**src/rtl/slot_bcd_seq_if.sv**
```systemverilog
// Handshake and data bundle between the slot value registers and the
// sequential binary-to-BCD converter.
interface slot_bcd_seq_if #(
  parameter int NUM_SLOTS = 3,
  parameter int VAL_W     = 4,
  parameter int DIGITS    = 2
);
  logic                          start;
  logic [NUM_SLOTS*VAL_W-1:0]    slots;
  logic                          busy;
  logic                          done;
  logic [NUM_SLOTS*DIGITS*4-1:0] slot_nums;
  logic [NUM_SLOTS-1:0]          overflow;

  modport master (output start, slots, input busy, done, slot_nums, overflow);
  modport slave  (input start, slots, output busy, done, slot_nums, overflow);
endinterface

```
**src/rtl/slot_bcd_seq.sv**
```systemverilog
// Sequential double-dabble converter: one slot at a time through a shared
// shift-and-add-3 engine; all digit outputs update together when DONE is entered.
module slot_bcd_seq #(
  parameter int NUM_SLOTS = 3,
  parameter int VAL_W     = 4,
  parameter int DIGITS    = 2
) (
  input  logic            clk,
  input  logic            reset,
  slot_bcd_seq_if.slave   bus
);
  // Enough internal digits to hold any VAL_W-bit value, so overflow is exact.
  localparam int INT_DIGITS = (DIGITS > (VAL_W + 2) / 3) ? DIGITS : (VAL_W + 2) / 3;
  localparam int SR_W       = INT_DIGITS * 4 + VAL_W;
  localparam int IDX_W      = (NUM_SLOTS > 1) ? $clog2(NUM_SLOTS) : 1;
  localparam int CNT_W      = $clog2(VAL_W + 1);
  localparam int NUMS_W     = NUM_SLOTS * DIGITS * 4;
  localparam int SLOTS_W    = NUM_SLOTS * VAL_W;

  typedef enum logic [2:0] {IDLE, LOAD, SHIFT, STORE, DONE} state_t;

  state_t               state_reg, state_next;
  logic [IDX_W-1:0]     idx_reg, idx_next;
  logic [CNT_W-1:0]     cnt_reg, cnt_next;
  logic [SLOTS_W-1:0]   shadow_reg, shadow_next;
  logic [SR_W-1:0]      sr_reg, sr_next;
  logic [SR_W-1:0]      adj;
  logic [NUMS_W-1:0]    stage_nums_reg, stage_nums_next;
  logic [NUM_SLOTS-1:0] stage_ovf_reg, stage_ovf_next;
  logic [NUMS_W-1:0]    nums_reg, nums_next;
  logic [NUM_SLOTS-1:0] ovf_reg, ovf_next;
  logic                 ovf_bit;

  always_ff @(posedge clk) begin
    if (reset) begin
      state_reg      <= IDLE;
      idx_reg        <= '0;
      cnt_reg        <= '0;
      shadow_reg     <= '0;
      sr_reg         <= '0;
      stage_nums_reg <= '0;
      stage_ovf_reg  <= '0;
      nums_reg       <= '0;
      ovf_reg        <= '0;
    end else begin
      state_reg      <= state_next;
      idx_reg        <= idx_next;
      cnt_reg        <= cnt_next;
      shadow_reg     <= shadow_next;
      sr_reg         <= sr_next;
      stage_nums_reg <= stage_nums_next;
      stage_ovf_reg  <= stage_ovf_next;
      nums_reg       <= nums_next;
      ovf_reg        <= ovf_next;
    end
  end

  always_comb begin
    state_next      = state_reg;
    idx_next        = idx_reg;
    cnt_next        = cnt_reg;
    shadow_next     = shadow_reg;
    sr_next         = sr_reg;
    stage_nums_next = stage_nums_reg;
    stage_ovf_next  = stage_ovf_reg;
    nums_next       = nums_reg;
    ovf_next        = ovf_reg;
    ovf_bit         = 1'b0;

    // Add-3 correction on every BCD nibble; the 4-bit wrap is safe since a
    // nibble >= 5 never exceeds 9 before the add.
    adj = sr_reg;
    for (int d = 0; d < INT_DIGITS; d++) begin
      if (sr_reg[VAL_W + 4*d +: 4] >= 4'd5)
        adj[VAL_W + 4*d +: 4] = sr_reg[VAL_W + 4*d +: 4] + 4'd3;
    end

    case (state_reg)
      IDLE: begin
        if (bus.start) begin
          shadow_next = bus.slots;
          idx_next    = '0;
          state_next  = LOAD;
        end
      end
      LOAD: begin
        sr_next    = SR_W'(shadow_reg[int'(idx_reg)*VAL_W +: VAL_W]);
        cnt_next   = '0;
        state_next = SHIFT;
      end
      SHIFT: begin
        sr_next  = {adj[SR_W-2:0], 1'b0};
        cnt_next = cnt_reg + CNT_W'(1);
        if (int'(cnt_reg) == VAL_W - 1)
          state_next = STORE;
      end
      STORE: begin
        // Digit j=0 is the most significant of the kept digits.
        for (int j = 0; j < DIGITS; j++)
          stage_nums_next[(int'(idx_reg)*DIGITS + j)*4 +: 4] =
            sr_reg[VAL_W + (DIGITS-1-j)*4 +: 4];
        for (int d = DIGITS; d < INT_DIGITS; d++)
          ovf_bit = ovf_bit | (|sr_reg[VAL_W + 4*d +: 4]);
        stage_ovf_next[idx_reg] = ovf_bit;
        if (int'(idx_reg) == NUM_SLOTS - 1) begin
          nums_next  = stage_nums_next;
          ovf_next   = stage_ovf_next;
          state_next = DONE;
        end else begin
          idx_next   = idx_reg + IDX_W'(1);
          state_next = LOAD;
        end
      end
      DONE:    state_next = IDLE;
      default: state_next = IDLE;
    endcase
  end

  assign bus.busy      = (state_reg != IDLE);
  assign bus.done      = (state_reg == DONE);
  assign bus.slot_nums = nums_reg;
  assign bus.overflow  = ovf_reg;
endmodule
```
**src/flat_wrapper.sv**
```systemverilog
// flat-port wrapper written by rule: the top's interface ports become plain ports
module slot_bcd_seq_flat 
#(
  parameter int NUM_SLOTS = 3,
  parameter int VAL_W     = 4,
  parameter int DIGITS    = 2
)
  (clk, reset, bus_start, bus_slots, bus_busy, bus_done, bus_slot_nums, bus_overflow);
  slot_bcd_seq_if #(.NUM_SLOTS(NUM_SLOTS), .VAL_W(VAL_W), .DIGITS(DIGITS)) bus_i ();
  input  logic clk;
  input  logic reset;
  input wire logic [$bits(bus_i.start)-1:0] bus_start;
  input wire logic [$bits(bus_i.slots)-1:0] bus_slots;
  output wire logic [$bits(bus_i.busy)-1:0] bus_busy;
  output wire logic [$bits(bus_i.done)-1:0] bus_done;
  output wire logic [$bits(bus_i.slot_nums)-1:0] bus_slot_nums;
  output wire logic [$bits(bus_i.overflow)-1:0] bus_overflow;
  assign bus_i.start = bus_start;
  assign bus_i.slots = bus_slots;
  assign bus_busy = bus_i.busy;
  assign bus_done = bus_i.done;
  assign bus_slot_nums = bus_i.slot_nums;
  assign bus_overflow = bus_i.overflow;
  slot_bcd_seq #(.NUM_SLOTS(NUM_SLOTS), .VAL_W(VAL_W), .DIGITS(DIGITS)) u_core (.clk(clk), .reset(reset), .bus(bus_i));
endmodule
```
**config.mk**
```make
export PLATFORM = sky130hd
export DESIGN_NAME = slot_bcd_seq_flat
export DESIGN_NICKNAME = d
export VERILOG_FILES = /design/src/rtl/slot_bcd_seq_if.sv /design/src/rtl/slot_bcd_seq.sv /design/src/flat_wrapper.sv
export SDC_FILE = /design/constraint.sdc
export NUM_CORES = 1
export LEC_CHECK = 0
export CORE_MARGIN = 4
export CORE_UTILIZATION = 55
export DETAILED_ROUTE_END_ITERATION = 6
export PLACE_DENSITY_LB_ADDON = 0.05
export SYNTH_ARGS = -nofsm -noshare
export SYNTH_HDL_FRONTEND = slang
export SYNTH_SLANG_ARGS = --single-unit
```
**constraint.sdc**
```tcl
create_clock -name clk -period 3.9 [get_ports clk]
set_input_delay 0.78 -clock clk [delete_from_list [all_inputs] [get_ports clk]]
set_output_delay 0.78 -clock clk [all_outputs]
set_load 0.1 [all_outputs]
```
==> out/metrics.yaml <==
grt:
  grt_pass1_wl_mm: 12.46
  grt_pass1_vias: 2612
  grt_overflow_total: 0
  grt_max_degree: 53
  grt_antenna_before_repair: 0
  grt_usage_pct: 20.76
timing:
  worst_pin_slew_ns: 0.9770
  period_needed_ns: 2.629
  drv_slew: 0
  timing.final.crit_share_pct: 67.42
  finClkSkew_ns: 0.006971
  slew_headroom_pct: 34.66
  max_freq_mhz: 380.3
  rsz0062_at_grt: "false"
  finalHoldViolCount: 0
  finalSetupViolCount: 0
  finalSetupTns_ns: 0
final_layout:
  area_delta_synth_final_pct: 16.16
  regArea_um2: 1541
  fillers: 504
  num-nets-final: 446
  layout-drive-gt1-share_pct: 9.412
  largest_reg_flops: 24
  fin_util_pct: 67.30
  diodes: 0
  multi_input_area_um2: 1764
drt:
  wire_per_inst_um: 15.00
  drt_iter0_markers: 119
  ant_nets: 0
  drc: 0
  vias_per_cell: 5.644
  wl_mm: 7.499
  dr.pass1.iters: 4
  num_vias: 2822
floorplan:
  die-area_um2: 7686
  io_pins: 44
  fp.coreArea_um2: 6026
  die_y_um: 87.67
  die_x_um: 87.67
  rows: 28
  start_util_pct: 57.93
worst_setup_path:
  path_max_fanout: 2
  critPathMaxStageDelay_ns: 1.14
  crit_family: "buffers and inverters"
  crit_buf_inv: 1
  path_depth: 1
  cp_slowest_cell: "clkdlybuf4s50_1"
  crit_required_ns: 3.12
  worstPathArrival_ns: 1.85
  critPathCaptureType: "primary output"
  worstRegToRegCells: 6
  cp-start-kind: "register"
  path_cells: "clkdlybuf4s50_1"
  crit_type: "register to primary output"
cts:
  post_cts_buffers: 0
  cts_buffer_depth: 2
  clock_sinks: 77
  h-tree-depth: 3
  cts_resized: 0
  clk_latency_ns: 0.35
  cts_tree: "done"
  path_clk_slew_ns: 0.08
  cts-buffers-inserted: 9
  cts_root_buffer: "clkbuf_8"
  cts_hold_buf: 0
power:
  p_int_mw: 1.151
  combPwrFrac_pct: 7.3
  irDropWorstVdd_mv: 0.2475
  p_sw_mw: 0.3711
  switching_share_pct: 24.38
  cellPowerDensity_nw_per_um2: 375.4
  leakage_nw: 1.548
  power_mw: 1.522
  seqPwrFrac_pct: 53.5
  p_clk_share_pct: 39.2
logic_synthesis:
  ys_ff_latch: 77
  synth_edf_count: 0
  synth-seq-area-share_pct: 44.16
  synth_area_per_cell_um2: 8.793
  synth_cells: 397
  synthFlopType: "dfxtp_1"
  async_flop_share_pct: 0
  synth_cell_types: 53
  netlist_area_um2: 3491
  yosysWarnings: 0
  syn-num-nets: 422
  ys_top_cells_by_area: "dfxtp_1 (44%), a21oi_1 (5.6%), nand2_1 (5.3%)"
  yosys.area.top_type: "dfxtp_1"
  yosys.area.top_type_share_pct: 44.16
placement:
  place_hpwl_mm: 4.983
  globalplace.congestion: 0.8449
  numPortBuffers: 43
flow_run:
  maxCapViolations: 0
hold_path:
  hold-path-cell-count: 2
  hold_path_class: "register to register"
run_status:
  outcome: "complete, no violations"
## layout by cell type (no fill, tap or decap), types with 3 or more instances in the layout
master           count
dfxtp_1             77
nand2_1             49
nor2_1              43
clkdlybuf4s50_1     40
a21oi_1             39
nor3_1              22
inv_1               10
a211oi_1            10
ha_1                10
clkbuf_8            10
and2b_1              8
mux2i_1              8
nor3b_1              6
and3_1               5
nand2b_1             5
nand3_1              5
a32oi_1              4
a31oi_1              4
a221oi_2             4
nor3_2               4
nand3b_1             4
o21ai_0              4
nor2b_1              3
a31o_2               3
o31ai_1              3
a22o_1               3
a21o_1               3
a32o_1               3
buf_4                3
## synthesized netlist by cell type (8+ instances only)
cell type,n
mux2i_1,8
and2b_1,8
a21oi_1,39
a211oi_1,10
inv_1,10
nand2_1,49
clkbuf_1,17
buf_2,10
nor2_1,43
nor3_1,22
ha_1,10
dfxtp_1,77
## metrics by stage
stage	hold WS, ns	worst slack, ns	std cells	cell area (um2)
3_3_place_gp	0.4306	1.535	485	3865
2_1_floorplan	0.4222	0.4200	397	3491
5_1_grt	0.4856	1.178	500	4055
6_report	0.4581	1.271	500	4055
4_1_cts	0.4576	1.263	500	4055
3_5_place_dp	0.4469	1.482	485	3865
## layout make-up
class                           instances  area share [%]
Multi-Input combinational cell        279           43.51
Sequential cell                        77           38.01
Timing Repair Buffer                   44           10.55
Clock buffer                           11           3.487
Tap cell                               75           2.314
Clock inverter                          4           1.203
Inverter                               10          0.9256
## cells by family (layout without fill, tap and decap cells)
group | Yosys count | count (layout) | share of synthesized area, %
XOR/XNOR | 1 | 1 | 0.2509
AO/OA/AOI/OAI | 89 | 89 | 17.46
AND/OR/NAND/NOR | 171 | 171 | 26.95
adder cells (fa/ha/maj) | 10 | 10 | 3.584
flip-flops | 77 | 77 | 44.16
buffers and inverters | 41 | 69 | 5.305
multiplexers | 8 | 8 | 2.294
## final timing paths
| kind | from | endpoint | slack, ns |
|---|---|---|---|
| min | u_core.shadow_reg[5] | u_core.shadow_reg[5] | 0.46 |
| min reg2reg | u_core.shadow_reg[5] | u_core.shadow_reg[5] | 0.46 |
| max reg2reg | u_core.idx_reg[0] | u_core.stage_nums_reg[8] | 1.41 |
| max | u_core.bus.slot_nums[16] | bus_slot_nums[16] | 1.27 |
## power groups by stage
| stage | clock network, mW | logic [mW] | registers [mW] |
|---|---|---|---|
| 6_report | 0.597 | 0.111 | 0.815 |
| 5_1_grt | 0.637 | 0.121 | 0.817 |
| 4_1_cts | 0.608 | 0.111 | 0.815 |
| 3_5_place_dp | 0 | 0.111 | 0.833 |
| 3_3_place_gp | 0 | 0.109 | 0.833 |
| 2_1_floorplan | 0 | 0.0895 | 0.825 |
## metal layers
metal | global-route usage [%] | up-vias | share of wire, %
li1 | - | 1443 | -
met1 | 26.92 | 1303 | 46
met2 | 33.63 | 61 | 48
met3 | 3.104 | 15 | 3.9
met4 | 10.46 | 0 | 2.5
met5 | 0 | - | 0
Power figures use the tool's default switching activity.
